[src/rtl/wb_unit_if.sv]
// Bundle of the memory-stage handshake, load-data return and register-file write port of wb_unit.
// The fwd_*/load_pending bypass signals exist only when WB_FWD_EN is defined.
interface wb_unit_if #(
  parameter int XLEN = 32
);
  logic            in_valid;
  logic            in_ready;
  logic [4:0]      in_rd;
  logic            in_regwr;
  logic [1:0]      in_wbsel;
  logic [2:0]      in_funct3;
  logic [XLEN-1:0] in_alu;
  logic [XLEN-1:0] in_pc4;
  logic            mem_rvalid;
  logic [XLEN-1:0] mem_rdata;
  logic            regwr;
  logic [4:0]      rw;
  logic [XLEN-1:0] busW;
  logic            misalign_err;
  logic            timeout_err;
`ifdef WB_FWD_EN
  logic            fwd_valid;
  logic [4:0]      fwd_rd;
  logic [XLEN-1:0] fwd_data;
  logic            load_pending;
`endif

  // Upstream/system side: memory stage, data memory and register file.
  modport master (
    output in_valid, in_rd, in_regwr, in_wbsel, in_funct3, in_alu, in_pc4,
    output mem_rvalid, mem_rdata,
`ifdef WB_FWD_EN
    input  fwd_valid, fwd_rd, fwd_data, load_pending,
`endif
    input  in_ready, regwr, rw, busW, misalign_err, timeout_err
  );

  // Writeback unit side.
  modport slave (
    input  in_valid, in_rd, in_regwr, in_wbsel, in_funct3, in_alu, in_pc4,
    input  mem_rvalid, mem_rdata,
`ifdef WB_FWD_EN
    output fwd_valid, fwd_rd, fwd_data, load_pending,
`endif
    output in_ready, regwr, rw, busW, misalign_err, timeout_err
  );
endinterface

[src/rtl/wb_unit.sv]
// Writeback stage: selects ALU / PC+4 / aligned load data and drives the register file from flops.
// Optional macro WB_FWD_EN adds the fwd_valid/fwd_rd/fwd_data/load_pending bypass outputs.
module wb_unit #(
  parameter int XLEN     = 32,
  parameter int MAX_WAIT = 255
) (
  input logic      clk,
  input logic      rst_n,
  wb_unit_if.slave bus
);
  localparam int CW = $clog2(MAX_WAIT + 1);

  typedef enum logic [1:0] {
    IDLE     = 2'd0,
    WAIT_MEM = 2'd1,
    WRITE    = 2'd2
  } state_t;

  state_t          state_reg, state_next;
  logic [CW-1:0]   cnt_reg, cnt_next;
  logic [4:0]      ld_rd_reg, ld_rd_next;
  logic [2:0]      ld_f3_reg, ld_f3_next;
  logic [1:0]      ld_addr_reg, ld_addr_next;
  logic            ld_we_reg, ld_we_next;
  logic            regwr_reg, regwr_next;
  logic [4:0]      rw_reg, rw_next;
  logic [XLEN-1:0] busw_reg, busw_next;
  logic            mis_reg, mis_next;
  logic            to_reg, to_next;

  logic            xfer;
  logic            misaligned;
  logic            cnt_done;
  logic [7:0]      lane_byte [4];
  logic [15:0]     lane_half [2];
  logic [7:0]      sel_byte;
  logic [15:0]     sel_half;
  logic [XLEN-1:0] ld_data;

  assign bus.in_ready     = (state_reg == IDLE);
  assign xfer             = bus.in_valid && (state_reg == IDLE);
  assign cnt_done         = (cnt_reg == CW'(MAX_WAIT));
  assign bus.regwr        = regwr_reg;
  assign bus.rw           = rw_reg;
  assign bus.busW         = busw_reg;
  assign bus.misalign_err = mis_reg;
  assign bus.timeout_err  = to_reg;

  // Undefined load types are treated as LW, including for alignment.
  always_comb begin
    case (bus.in_funct3)
      3'b000, 3'b100: misaligned = 1'b0;
      3'b001, 3'b101: misaligned = bus.in_alu[0];
      default:        misaligned = |bus.in_alu[1:0];
    endcase
  end

  for (genvar gi = 0; gi < 4; gi++) begin : g_byte
    assign lane_byte[gi] = bus.mem_rdata[8*gi +: 8];
  end
  for (genvar gi = 0; gi < 2; gi++) begin : g_half
    assign lane_half[gi] = bus.mem_rdata[16*gi +: 16];
  end

  assign sel_byte = lane_byte[ld_addr_reg];
  assign sel_half = lane_half[ld_addr_reg[1]];

  always_comb begin
    case (ld_f3_reg)
      3'b000:  ld_data = {{(XLEN-8){sel_byte[7]}}, sel_byte};
      3'b001:  ld_data = {{(XLEN-16){sel_half[15]}}, sel_half};
      3'b100:  ld_data = {{(XLEN-8){1'b0}}, sel_byte};
      3'b101:  ld_data = {{(XLEN-16){1'b0}}, sel_half};
      default: ld_data = bus.mem_rdata;
    endcase
  end

  always_ff @(posedge clk or negedge rst_n) begin
    if (!rst_n) begin
      state_reg   <= IDLE;
      cnt_reg     <= '0;
      ld_rd_reg   <= '0;
      ld_f3_reg   <= '0;
      ld_addr_reg <= '0;
      ld_we_reg   <= 1'b0;
      regwr_reg   <= 1'b0;
      rw_reg      <= '0;
      busw_reg    <= '0;
      mis_reg     <= 1'b0;
      to_reg      <= 1'b0;
    end else begin
      state_reg   <= state_next;
      cnt_reg     <= cnt_next;
      ld_rd_reg   <= ld_rd_next;
      ld_f3_reg   <= ld_f3_next;
      ld_addr_reg <= ld_addr_next;
      ld_we_reg   <= ld_we_next;
      regwr_reg   <= regwr_next;
      rw_reg      <= rw_next;
      busw_reg    <= busw_next;
      mis_reg     <= mis_next;
      to_reg      <= to_next;
    end
  end

  always_comb begin
    state_next = state_reg;
    case (state_reg)
      IDLE: begin
        if (xfer) begin
          case (bus.in_wbsel)
            2'b00, 2'b10: state_next = WRITE;
            2'b01:        state_next = misaligned ? IDLE : WAIT_MEM;
            default:      state_next = IDLE;
          endcase
        end
      end
      WAIT_MEM: begin
        if (bus.mem_rvalid)  state_next = WRITE;
        else if (cnt_done)   state_next = IDLE;
      end
      WRITE:   state_next = IDLE;
      default: state_next = IDLE;
    endcase
  end

  // regwr defaults low so it is only ever high for the single cycle spent in WRITE.
  always_comb begin
    regwr_next   = 1'b0;
    rw_next      = rw_reg;
    busw_next    = busw_reg;
    mis_next     = 1'b0;
    to_next      = 1'b0;
    cnt_next     = cnt_reg;
    ld_rd_next   = ld_rd_reg;
    ld_f3_next   = ld_f3_reg;
    ld_addr_next = ld_addr_reg;
    ld_we_next   = ld_we_reg;
    case (state_reg)
      IDLE: begin
        if (xfer) begin
          case (bus.in_wbsel)
            2'b00, 2'b10: begin
              rw_next    = bus.in_rd;
              busw_next  = (bus.in_wbsel == 2'b10) ? bus.in_pc4 : bus.in_alu;
              regwr_next = bus.in_regwr && (bus.in_rd != 5'd0);
            end
            2'b01: begin
              if (misaligned) begin
                mis_next = 1'b1;
              end else begin
                ld_rd_next   = bus.in_rd;
                ld_f3_next   = bus.in_funct3;
                ld_addr_next = bus.in_alu[1:0];
                ld_we_next   = bus.in_regwr && (bus.in_rd != 5'd0);
                cnt_next     = '0;
              end
            end
            default: ;
          endcase
        end
      end
      WAIT_MEM: begin
        if (bus.mem_rvalid) begin
          rw_next    = ld_rd_reg;
          busw_next  = ld_data;
          regwr_next = ld_we_reg;
        end else if (cnt_done) begin
          to_next = 1'b1;
        end else begin
          cnt_next = cnt_reg + CW'(1);
        end
      end
      default: ;
    endcase
  end

`ifdef WB_FWD_EN
  assign bus.fwd_valid    = (state_reg == WRITE) && regwr_reg;
  assign bus.fwd_rd       = (state_reg == WRITE)    ? rw_reg :
                            (state_reg == WAIT_MEM) ? ld_rd_reg : 5'd0;
  assign bus.fwd_data     = (state_reg == WRITE) ? busw_reg : '0;
  assign bus.load_pending = (state_reg == WAIT_MEM);
`endif

endmodule
[src/flat_wrapper.sv]
// flat-port wrapper written by rule: the top's interface ports become plain ports
module wb_unit_flat 
#(
  parameter int XLEN     = 32,
  parameter int MAX_WAIT = 255
)
  (clk, rst_n, bus_in_valid, bus_in_rd, bus_in_regwr, bus_in_wbsel, bus_in_funct3, bus_in_alu, bus_in_pc4, bus_mem_rvalid, bus_mem_rdata, bus_in_ready, bus_regwr, bus_rw, bus_busW, bus_misalign_err, bus_timeout_err);
  wb_unit_if #(.XLEN(XLEN)) bus_i ();
  input logic clk;
  input logic rst_n;
  input wire logic [$bits(bus_i.in_valid)-1:0] bus_in_valid;
  input wire logic [$bits(bus_i.in_rd)-1:0] bus_in_rd;
  input wire logic [$bits(bus_i.in_regwr)-1:0] bus_in_regwr;
  input wire logic [$bits(bus_i.in_wbsel)-1:0] bus_in_wbsel;
  input wire logic [$bits(bus_i.in_funct3)-1:0] bus_in_funct3;
  input wire logic [$bits(bus_i.in_alu)-1:0] bus_in_alu;
  input wire logic [$bits(bus_i.in_pc4)-1:0] bus_in_pc4;
  input wire logic [$bits(bus_i.mem_rvalid)-1:0] bus_mem_rvalid;
  input wire logic [$bits(bus_i.mem_rdata)-1:0] bus_mem_rdata;
  output wire logic [$bits(bus_i.in_ready)-1:0] bus_in_ready;
  output wire logic [$bits(bus_i.regwr)-1:0] bus_regwr;
  output wire logic [$bits(bus_i.rw)-1:0] bus_rw;
  output wire logic [$bits(bus_i.busW)-1:0] bus_busW;
  output wire logic [$bits(bus_i.misalign_err)-1:0] bus_misalign_err;
  output wire logic [$bits(bus_i.timeout_err)-1:0] bus_timeout_err;
  assign bus_i.in_valid = bus_in_valid;
  assign bus_i.in_rd = bus_in_rd;
  assign bus_i.in_regwr = bus_in_regwr;
  assign bus_i.in_wbsel = bus_in_wbsel;
  assign bus_i.in_funct3 = bus_in_funct3;
  assign bus_i.in_alu = bus_in_alu;
  assign bus_i.in_pc4 = bus_in_pc4;
  assign bus_i.mem_rvalid = bus_mem_rvalid;
  assign bus_i.mem_rdata = bus_mem_rdata;
  assign bus_in_ready = bus_i.in_ready;
  assign bus_regwr = bus_i.regwr;
  assign bus_rw = bus_i.rw;
  assign bus_busW = bus_i.busW;
  assign bus_misalign_err = bus_i.misalign_err;
  assign bus_timeout_err = bus_i.timeout_err;
  wb_unit #(.XLEN(XLEN), .MAX_WAIT(MAX_WAIT)) u_core (.clk(clk), .rst_n(rst_n), .bus(bus_i));
endmodule
[config.mk]
export PLATFORM = sky130hd
export DESIGN_NAME = wb_unit_flat
export DESIGN_NICKNAME = d
export VERILOG_FILES = /design/src/rtl/wb_unit_if.sv /design/src/rtl/wb_unit.sv /design/src/flat_wrapper.sv
export SDC_FILE = /design/constraint.sdc
export NUM_CORES = 1
export LEC_CHECK = 0
export CORE_MARGIN = 3
export CORE_UTILIZATION = 40
export CTS_CLUSTER_SIZE = 40
export DETAILED_ROUTE_END_ITERATION = 16
export PLACE_DENSITY_LB_ADDON = 0.05
export SYNTH_ARGS = -nofsm -noshare
export SYNTH_HDL_FRONTEND = slang
export SYNTH_SLANG_ARGS = --single-unit
[constraint.sdc]
create_clock -name clk -period 1.65 [get_ports clk]
set_clock_uncertainty 0.1 [all_clocks]
set_input_delay 0.33 -clock clk [delete_from_list [all_inputs] [get_ports clk]]
set_output_delay 0.33 -clock clk [all_outputs]
set_load 0.05 [all_outputs]
# After elaboration in Yosys (flattened, before gate mapping)
# Cells that the tools add are included.
# totals
ff_bits	61
latchBits	0
mem_bits_rw	0
romBits	0
inputBits	111
out_inout_bits	41
word_cells	91
memories	0
# classes
addsub	1
mul	0
div_mod_pow	0
magnitude_cmp	2
n_eq_ne	18
shift	0
muxes	40
n_bitwise	3
reduce_logical	16
# ops
operator	count
$mux W32	4
$pmux W32 S4	1
$pmux W32 S2	1
$mux W8	7
$mux W16	3
$bmux W8 S2	1
$pmux W8 S2	1
$mux W5	3
$eq A3 B3 Y1 const B	4
$mux W1	11
$pmux W5 S2	1
$add A8 B1 Y8 const B	1
$eq A8 B8 Y1 const B	1
$ne A2 B2 Y1 const B	4
$pmux W2 S2	2
$reduce_and A4 Y1	2
$reduce_or A2 Y1	4
$eq A3 B1 Y1 const B	2
$logic_not A3 Y1	2
$mux W2	3
$ne A2 B1 Y1 const B	3
$reduce_and A6 Y1	1
$reduce_bool A5 Y1	1
$eq A2 B1 Y1 const B	2
other kinds (12)	15

# Depth between registers and ports, before layout
# Gate-level depths: netlist of the first run.
# depth
word_depth	7
mapped_depth	8
ltp_nobuf	6

# Least setup slack after synthesis of the first run
# No wires, ideal clock.
# synth_timing
path_kind	register to register
startpoint	register u_core.state_reg[0]
endpoint	register u_core.ld_f3_reg[0]
setup_ps	117
arrival_ps	1685
required_time_ps	1433
setup_slack_ps	-252
path_stages_with_launch	7
n_path_buf	1
synth_period_minus_slack_ps	1902
path_cell_list	dfrtp_1 -> nor2_4 -> nand4b_1 -> or3_1 -> buf_2 -> nand2_1 -> nand2_1
# synth_via
elab_chain_len	3
# synth_lines
item	line_no	text
start: declaration	wb_unit.sv:19	state_t state_reg, state_next;
start signal: assignment	wb_unit.sv:92	state_reg <= state_next;
$logic_not A2 Y1 *	n/a	
named net bus_in_ready	flat_wrapper.sv:20	output wire logic [$bits(bus_i.in_ready)-1:0] bus_in_ready;
$logic_and A1 B1 Y1	wb_unit.sv:41	assign xfer = bus.in_valid && (state_reg == IDLE);
$reduce_and A4 Y1 (no line) *	n/a	
end signal: assignment	wb_unit.sv:95	ld_f3_reg <= ld_f3_next;
end: declaration	wb_unit.sv:22	logic [2:0] ld_f3_reg, ld_f3_next;
# The timed path passes the listed nets; every way through them passes the cells marked *.
# A chain may end at the register's enable or synchronous reset.

# Worst setup path in the final report of the first run
# layout_timing
startpoint	register u_core.ld_addr_reg[1]
endpoint	register u_core.busw_reg[20], in the netlist u_core.bus.busW[20]
# layout_via
elab_chain_len	7
elab_cells_between_ends	11
cone_classes	mux: 9; bitwise: 2
# layout_lines
item	line_no	text
start: declaration	wb_unit.sv:23	logic [1:0] ld_addr_reg, ld_addr_next;
start signal: assignment	wb_unit.sv:96	ld_addr_reg <= ld_addr_next;
$not A2 Y3 (not written as such) / $not A1 Y2 (equally long branches)	wb_unit.sv:65, wb_unit.sv:66	
$bmux W8 S2 / $mux W16 (equally long branches)	wb_unit.sv:65, wb_unit.sv:66	
$mux W8 (not written as such) / $mux W16 (equally long branches) (2 in a row)	wb_unit.sv:65, wb_unit.sv:66	
$pmux W32 S4 *	wb_unit.sv:69	case (ld_f3_reg)
$mux W32 *	wb_unit.sv:164	if (bus.mem_rvalid) begin
$pmux W32 S2 *	wb_unit.sv:139	case (state_reg)
end signal: assignment	wb_unit.sv:100	busw_reg <= busw_next;
end: declaration	wb_unit.sv:27	logic [XLEN-1:0] busw_reg, busw_next;
# Every way passes the cells marked *; elsewhere a longest branch is shown, timed or not. The select of a mux whose other input is x is not followed.

==> results.md, run 1 <==
* Failing checks: setup timing
* Routed vias at ~4400
* Crit-path most repeated cell: buf_6
* Layout cells sized above 1 at between 40 and 50%
* Fin. Hold Viols at 0
* Row cnt at 34
* Cell breakdown of the critical path: buf_6 > mux2i_2 > mux2_4 > o31ai_4 > buf_6 > a21oi_2 > o21ai_1
* TritonCTS clock tree: done
* TritonCTS buffer count at 9
* DRT met1 WL at ~6 mm
* Hold Crit Class: in2reg
* Outcome: complete, but fails checks
* Yosys warning total at 0
* Detail Route Antenna Nets at 0
* Reg2reg end: u_core.bus.busW[20]$_DFFE_PN0P_
* Initial DRC Count at 220
* Die Height at between 100 and 150 um
* Reg2Reg Setup Slack at -0.24 ns
* CP top delay family: compound AO/OA/AOI/OAI gates
* RSZ-0062 raised after global routing: yes
* CP Max Fanout at 6
* Worst setup EP type: flop
* HPWL after DPL at 9.92 mm
* Sequential fraction of the synthesis area at a little over 40%
* Clk root buf: clkbuf_8
* Layout Nets at between 700 and 800
* Total power at 11.6 mW
* Slew HR at 73.8%
* Initial antenna violation count at 0
* Remaining DRCs at 0
* WL/cell at 20.2 um
* Placed cell count at 733
* Reg2reg start: u_core.ld_addr_reg[1]$_DFFE_PN0P_
* Final TNS setup at -8.97 ns
* Synthesized instance count at roughly 440
* Final Wtd Congestion at 0.870
* Number of flip-flops in the largest register at 32
* Final Non-Filler Cells at about 780
* Final Cycle Share at 115%
* Diode count at 0
* Max-slew violations at 0
* Clk Latency, worst-skew pair at roughly 0.35 ns
* Dpl ws at -0.585 ns
* Crit path largest cell delay at just over 0.4 ns
* Worst Path Arrival at between 2 and 2.5 ns
* Mapped Nets at approximately 550
* Peak Freq at 528 MHz
* Effective utilization at floorplan at approximately 42%
* Overflow after GRT at 0
* Core Region at 8930 um^2
* Met3 wire len at ~1.3 mm
* Worst setup margin at -0.244 ns
* Slew @ Worst Pin at between 0.3 and 0.4 ns
* CP bufs+invs at 2
* H-tree levels at 3
* Syn avg cell area at approximately 8.6 um^2
* CP Capture Point: u_core.bus.busW[20]$_DFFE_PN0P_
* Met2 WL at roughly 8 mm
* I/O Pins at between 150 and 200
* Area growth syn-to-layout at 96.5%
* Vias in the first global route at about 4300
* Most common cell after layout, fill and taps aside: clkdlybuf4s50_1
* Yosys cell types at 46
* Final Util at 82.8%
* R2R depth at 7
* WS Path Type: reg2reg
* Die X-Extent at roughly 100 um
* Total GRT Usage at 26.8%
* CP startpoint: u_core.ld_addr_reg[1]$_DFFE_PN0P_
* Number of setup violations in the final report at 58
* Cell Area, Synth at 3760 um^2
* Peak supply drop at around 1400 uV
* CP max-delay cell: dfrtp_1
* Clock transition at path regs at around 0.09 ns
* Clk sink count at 61
* Die area at around 11000 um^2
* Static leakage at 3.17 nW
* Crit path depth at 7
* Register bit total from synthesis at 61
* CP startpoint kind: flop
* Largest net degree at the start of global routing at 62
* Commonest non-fill, non-tap cells in the layout: 104 x clkdlybuf4s50_1, 68 x nand2_1, 61 x buf_4
* Maxcap violations at 0
* Port-buffer cells at 151
* Total wire length at 15.7 mm
* First-pass GRT wire length at 21.8 mm
* Vias per Instance at between 5 and 6
* Tmin final at 1.89 ns
* Uppermost layer routed: met4
* DR pass1 iterations at 4
* P per Cell Area at between 1500 and 2000 nW/um^2
* Longest Clk Path Bufs at 2
* CP Data Required Time at 1.81 ns
## kinds of logic (layout without fill, tap and decap cells)
family                   Yosys count  count (layout)  synth area share (%)
AND/OR/NAND/NOR                  146             146                  18.7
multiplexers                      37              37                  11.3
flip-flops                        61              61                  40.6
AO/OA/AOI/OAI                    150             150                  23.6
buffers and inverters             40             275                  5.15
adder cells (fa/ha/maj)            1               1                 0.333
XOR/XNOR                           1               1                 0.233
## through the flow
step	area, um^2	hold WS, ns
global placement	6290	0.266
global route	7390	0.353
floorplan	3770	-0.0656
detailed placement	6290	0.261
CTS	6870	0.343
finish	7390	0.358
## power by group
part	internal [mW]	switching, mW	leakage [nW]	total, mW
Clock	0.877	0.730	0.116	1.61
Sequential	2.07	0.651	0.757	2.72
Combinational	3.51	3.78	2.29	7.29
## Yosys cell counts (all sizes together)
library cell | n | area, um^2
mux4 | 1 | 26.3
inv | 6 | 22.5
nor2b | 9 | 56.3
or3 | 7 | 43.8
nand4 | 3 | 25.0
a31oi | 6 | 37.5
nand2b | 5 | 31.3
buf | 19 | 115
nor4b | 1 | 8.76
a21o | 9 | 67.6
o21ai | 57 | 285
ha | 1 | 12.5
nor3 | 2 | 15.0
a21oi | 58 | 298
mux2 | 32 | 360
and3 | 1 | 6.26
nand2 | 76 | 288
o21a | 1 | 8.76
o21ba | 1 | 10.0
o31ai | 2 | 42.5
nor3b | 7 | 52.6
xor2 | 1 | 8.76
dfrtp | 61 | 1530
and2 | 2 | 15.0
or4 | 2 | 18.8
mux2i | 4 | 40.0
and2b | 1 | 7.51
nand3 | 2 | 15.0
o221ai | 7 | 61.3
nand4b | 1 | 8.76
nor2 | 26 | 105
a221oi | 9 | 78.8
clkbuf | 15 | 56.3
nand3b | 1 | 7.51
## routing by layer
layer / global-route usage, % / vias to the layer above
li1: - / 2026
met1: 32.9 / 2135
met2: 45.2 / 198
met3: 5.41 / 40
met4: 12.2 / 0
met5: 0 / -
## how the worst min path moves through the flow
stage	startpoint	to	cells past startpoint
CTS	bus_in_funct3[1]	u_core.ld_f3_reg[1]$_DFFE_PN0P_	4
floorplan	rst_n	u_core.bus.busW[0]$_DFFE_PN0P_	0
global route	bus_in_funct3[1]	u_core.ld_f3_reg[1]$_DFFE_PN0P_	4
global placement	rst_n	u_core.bus.busW[28]$_DFFE_PN0P_	2
finish	bus_in_funct3[1]	u_core.ld_f3_reg[1]$_DFFE_PN0P_	4
detailed placement	rst_n	u_core.bus.busW[28]$_DFFE_PN0P_	2
## layout make-up
class                   instances  area [um^2]
repair buffers                253         3010
multi-input cells             335         2450
fillers                       519         1540
flip-flops and latches         61         1530
well taps                     108          135
clock buffers                   9          124
clock inverters                 7          106
inverters                       6         37.5
## worst min-delay path: cells and delay by family
kind / cells / cell delay (ns)
and+or+nand+nor: 2 / 0.11
buffers and inverters: 2 / 0.34
## repair_timing
action / in CTS / in global routing
pin swaps: 21 / 25
endpoints found under the setup margin: 52 / 59
hold buffers: 1 / 0
gates cloned: 3 / 6
buffers inserted: 10 / 10
hold endpoints to repair: 61 / 0
resized for setup: 53 / 71
Power figures use the tool's default switching activity.
==> run 2: changes to the inputs <==
- ABC_AREA: not set -> 1
- CORE_UTILIZATION: 40 -> 41
==> run 2 against run 1 <==
The run now ends clean. Die area increased by 5.2%. Power decreased by 1.4%. Critical path depth decreased by 4. Sequential power about the same. Via count increased by 7.5%. Final area decreased by 10%.
==> results.md, run 2 <==
* Worst setup EP type: output port (was flop)
* Vias per Instance at 4.98 (was 5.65)
* Effective utilization at floorplan at 43.0% (was 42.1%)
* Ys flop type: dfrtp_1 (unchanged)
* Sequential fraction of the synthesis area at 37.5% (was 40.6%)
* Int Pwr at 6.19 mW (was 6.46 mW)
* Clock transition at path regs at 0.08 ns (was 0.09 ns)
* Clk Latency, worst-skew pair at 0.35 ns (about the same)
* Slew HR at 71.5% (was 73.8%)
* Yosys warning total at 0 (unchanged)
* Final Cycle Share at 96.9% (was 115%)
* Detail Route Antenna Nets at 0 (unchanged)
* Fin. Hold Viols at 0 (unchanged)
* Layout cells sized above 1 at 14.4% (was 40.2%)
* Max-slew violations at 0 (unchanged)
* Commonest non-fill, non-tap cells in the layout: 267 x nand2_1, 109 x clkdlybuf4s50_1, 84 x nor2_1 (was 104 x clkdlybuf4s50_1, 68 x nand2_1, 61 x buf_4)
* Dpl cell area at 6330 um^2 (was 6290 um^2)
* Die X-Extent at 106 um (was 103 um)
* Clock share of power at 13.7% (was 13.8%)
* Hold Crit Class: in2async (was in2reg)
* Cell Area, Synth at 4070 um^2 (was 3760 um^2)
* Top cells by instance count after synthesis: 269 x nand2_1, 86 x nor2_1, 61 x dfrtp_1 (was 75 x nand2_1, 61 x dfrtp_1, 56 x a21oi_1)
* RSZ-0062 raised after global routing: yes (unchanged)
* Mapped Nets at 758 (was 548)
* Static leakage at 3.24 nW (was 3.17 nW)
* Row cnt at 35 (was 34)
* Layout Nets at 927 (was 778)
* Largest net degree at the start of global routing at 77 (was 62)
* P_sw at 5.27 mW (was 5.16 mW)
* Tmin final at 1.60 ns (was 1.89 ns)
* HPWL after DPL at 9.87 mm (was 9.92 mm)
* Number of setup violations in the final report at 0 (was 58)
* Maxcap violations at 0 (unchanged)
* P per Cell Area at 1730 nW/um^2 (was 1570 nW/um^2)
* Synthesized instance count at 646 (was 436)
* Number of flip-flops in the largest register at 32 (unchanged)
* CP startpoint kind: flop (unchanged)
* Final hold slack at 0.337 ns (was 0.358 ns)
* I/O Pins at 152 (unchanged)
* Ys async rst share at 100% (unchanged)
* CP Data Required Time at 1.22 ns (was 1.81 ns)
* Worst Path Arrival at 1.17 ns (was 2.06 ns)
* Longest Clk Path Bufs at 2 (unchanged)
* Fill cells at 799 (was 519)
* Final Wtd Congestion at 0.877 (was 0.870)
* Placed cell count at 929 (was 733)
* Dominant cell type by area after synthesis: dfrtp_1 (unchanged)
* Port-buffer cells at 151 (unchanged)
* Diode count at 0 (unchanged)
* Final instance area at 6620 um^2 (was 7390 um^2)
* Total GRT Usage at 24.3% (was 26.8%)
* WL/cell at 14.2 um (was 20.2 um)
* Die area at 11200 um^2 (was 10600 um^2)
* R2R depth at 7 (unchanged)
* Final Non-Filler Cells at 949 (was 779)
* Outcome: complete, no violations (was complete, but fails checks)
* Slew @ Worst Pin at 0.427 ns (was 0.393 ns)
* Peak Freq at 625 MHz (was 528 MHz)
* Most frequent cell after synthesis: nand2_1 (unchanged)
* Total wire length at 13.5 mm (was 15.7 mm)
* TritonCTS clock tree: done (unchanged)
* Most common cell after layout, fill and taps aside: nand2_1 (was clkdlybuf4s50_1)
* Routed vias at 4727 (was 4399)
* Overflow after GRT at 0 (unchanged)
* Initial DRC Count at 233 (was 220)
* Die Height at 106 um (was 103 um)
* Synth top area share at 37.5% (was 40.6%)
* Post-synth EDFFs at 0 (unchanged)
* Area growth syn-to-layout at 62.8% (was 96.5%)
* H-tree levels at 3 (unchanged)
* Final Util at 70.0% (was 82.8%)
* Clk root buf: clkbuf_8 (unchanged)
* Combinational share of power at 62.3% (was 62.8%)
* Syn avg cell area at 6.30 um^2 (was 8.63 um^2)
* Yosys cell types at 26 (was 46)
* Sequential power share at 24.0% (was 23.4%)
* Sw Share at 46.0% (was 44.4%)
* Core Region at 9460 um^2 (was 8930 um^2)
* Register bit total from synthesis at 61 (unchanged)
* Peak supply drop at 1250 uV (was 1370 uV)
* Vias in the first global route at 4576 (was 4344)
* Clk sink count at 61 (unchanged)
* Initial antenna violation count at 0 (unchanged)
* First-pass GRT wire length at 22.2 mm (was 21.8 mm)
* WS Path Type: reg2out (was reg2reg)
* Synth top area cells: dfrtp_1 38%, nand2_1 25%, nor2_1 7.9% (was dfrtp_1 41%, mux2_2 9.6%, nand2_1 7.5%)
* TritonCTS buffer count at 9 (unchanged)
* Remaining DRCs at 0 (unchanged)
* DR pass1 iterations at 5 (was 4)
* CP Max Fanout at 3 (was 6)
[run 2: cell types whose count changed after synthesis, moves of 8 or more]
| cell | change |
|---|---|
| a21o_1 | -9 |
| a221oi_1 | -9 |
| buf_2 | +8 |
| clkbuf_1 | -9 |
| inv_1 | +30 |
| mux2_2 | -32 |
| nand2_1 | +194 |
| nand3_1 | +40 |
| nor2_1 | +61 |
| nor2b_1 | -9 |
| o21ai_1 | -36 |
[run 2: final timing paths]
kind / from / end / slack [ns]
worst max register to register: u_core.state_reg[0]$_DFFE_PN0P_ / u_core.bus.busW[6]$_DFFE_PN0P_ / 0.06
worst min-delay path: rst_n / u_core.bus.busW[22]$_DFFE_PN0P_ / 0.34
worst min register to register: u_core.ld_rd_reg[0]$_DFFE_PN0P_ / u_core.ld_rd_reg[0]$_DFFE_PN0P_ / 0.39
min in group clk: u_core.ld_rd_reg[0]$_DFFE_PN0P_ / u_core.ld_rd_reg[0]$_DFFE_PN0P_ / 0.39
max in group asynchronous: rst_n / u_core.state_reg[1]$_DFFE_PN0P_ / 0.51
worst max-delay path: u_core.state_reg[0]$_DFFE_PN0P_ / bus_in_ready / 0.05
[run 2: kinds of logic (layout without fill, tap and decap cells)]
group / count (synthesis) / in the layout / synth area share [%]
xor+xnor: 2 / 2 / 0.431
fa+ha+maj: 1 / 1 / 0.308
simple gates: 411 / 411 / 40.3
compound gates: 101 / 101 / 13.4
flops: 61 / 61 / 37.5
buf+inv: 70 / 244 / 7.97
[run 2: repair_timing]
item | 4_1_cts | 5_1_grt
hold buffers | 1 | 0
resized for setup | 2 | 9
hold endpoints to repair | 16 | 0
pin swaps | 1 | 2
setup buffers | 2 | 1
endpoints found under the setup margin | 1 | 49
[run 2: critical path, cell delays in order (launching register included)]
cell     delay [ns]
dfrtp_1        0.43
nor2_4         0.16
buf_6          0.12
buf_12         0.12
[run 2: layer usage]
layer / wire length [um] / GRT usage (%) / vias up / share of wire [%]
met3: 803 / 5.21 / 27 / 6.0
met5: 0 / 0 / - / 0
met1: 5850 / 31.4 / 2158 / 43
met2: 6480 / 40.8 / 156 / 48
li1: - / - / 2386 / -
met4: 343 / 7.31 / 0 / 2.5
[run 2: layout make-up]
type                       instances  area [um^2]  area share [%]
timing repair buffer             191         2310            34.9
multi-input combinational        515         2250            34.0
sequential                        61         1530            23.1
tap                              129          161            2.44
inverter                          37          139            2.10
clock buffer                      10          138            2.08
clock inverter                     6         93.8            1.42
[run 2: stage by stage]
| step | worst slack, ns | total power [mW] | TNS (ns) |
|---|---|---|---|
| 2_1_floorplan | 0.0214 | 6.51 | 0 |
| 3_3_place_gp | -0.165 | 9.66 | -7.18 |
| 3_5_place_dp | -0.261 | 9.79 | -9.86 |
| 4_1_cts | 0.00459 | 11.5 | 0 |
| 5_1_grt | -0.0351 | 12.1 | -0.264 |
| 6_report | 0.0506 | 11.5 | 0 |
[run 2: power groups by stage]
| stage | combinational (mW) | sequential [mW] | clock [mW] |
|---|---|---|---|
| after floorplan | 2.54 | 3.96 | 0 |
| after global placement | 6.93 | 2.74 | 0 |
| after detailed placement | 7.03 | 2.76 | 0 |
| after CTS | 7.11 | 2.75 | 1.60 |
| after global routing | 7.65 | 2.82 | 1.68 |
| final | 7.14 | 2.74 | 1.57 |
==> run 3: changes to the inputs <==
- CTS_CLUSTER_SIZE: 40 -> 8
==> results of run 3 <==
Same layout as run 2: the final DEF is identical, and so are final timing and power.
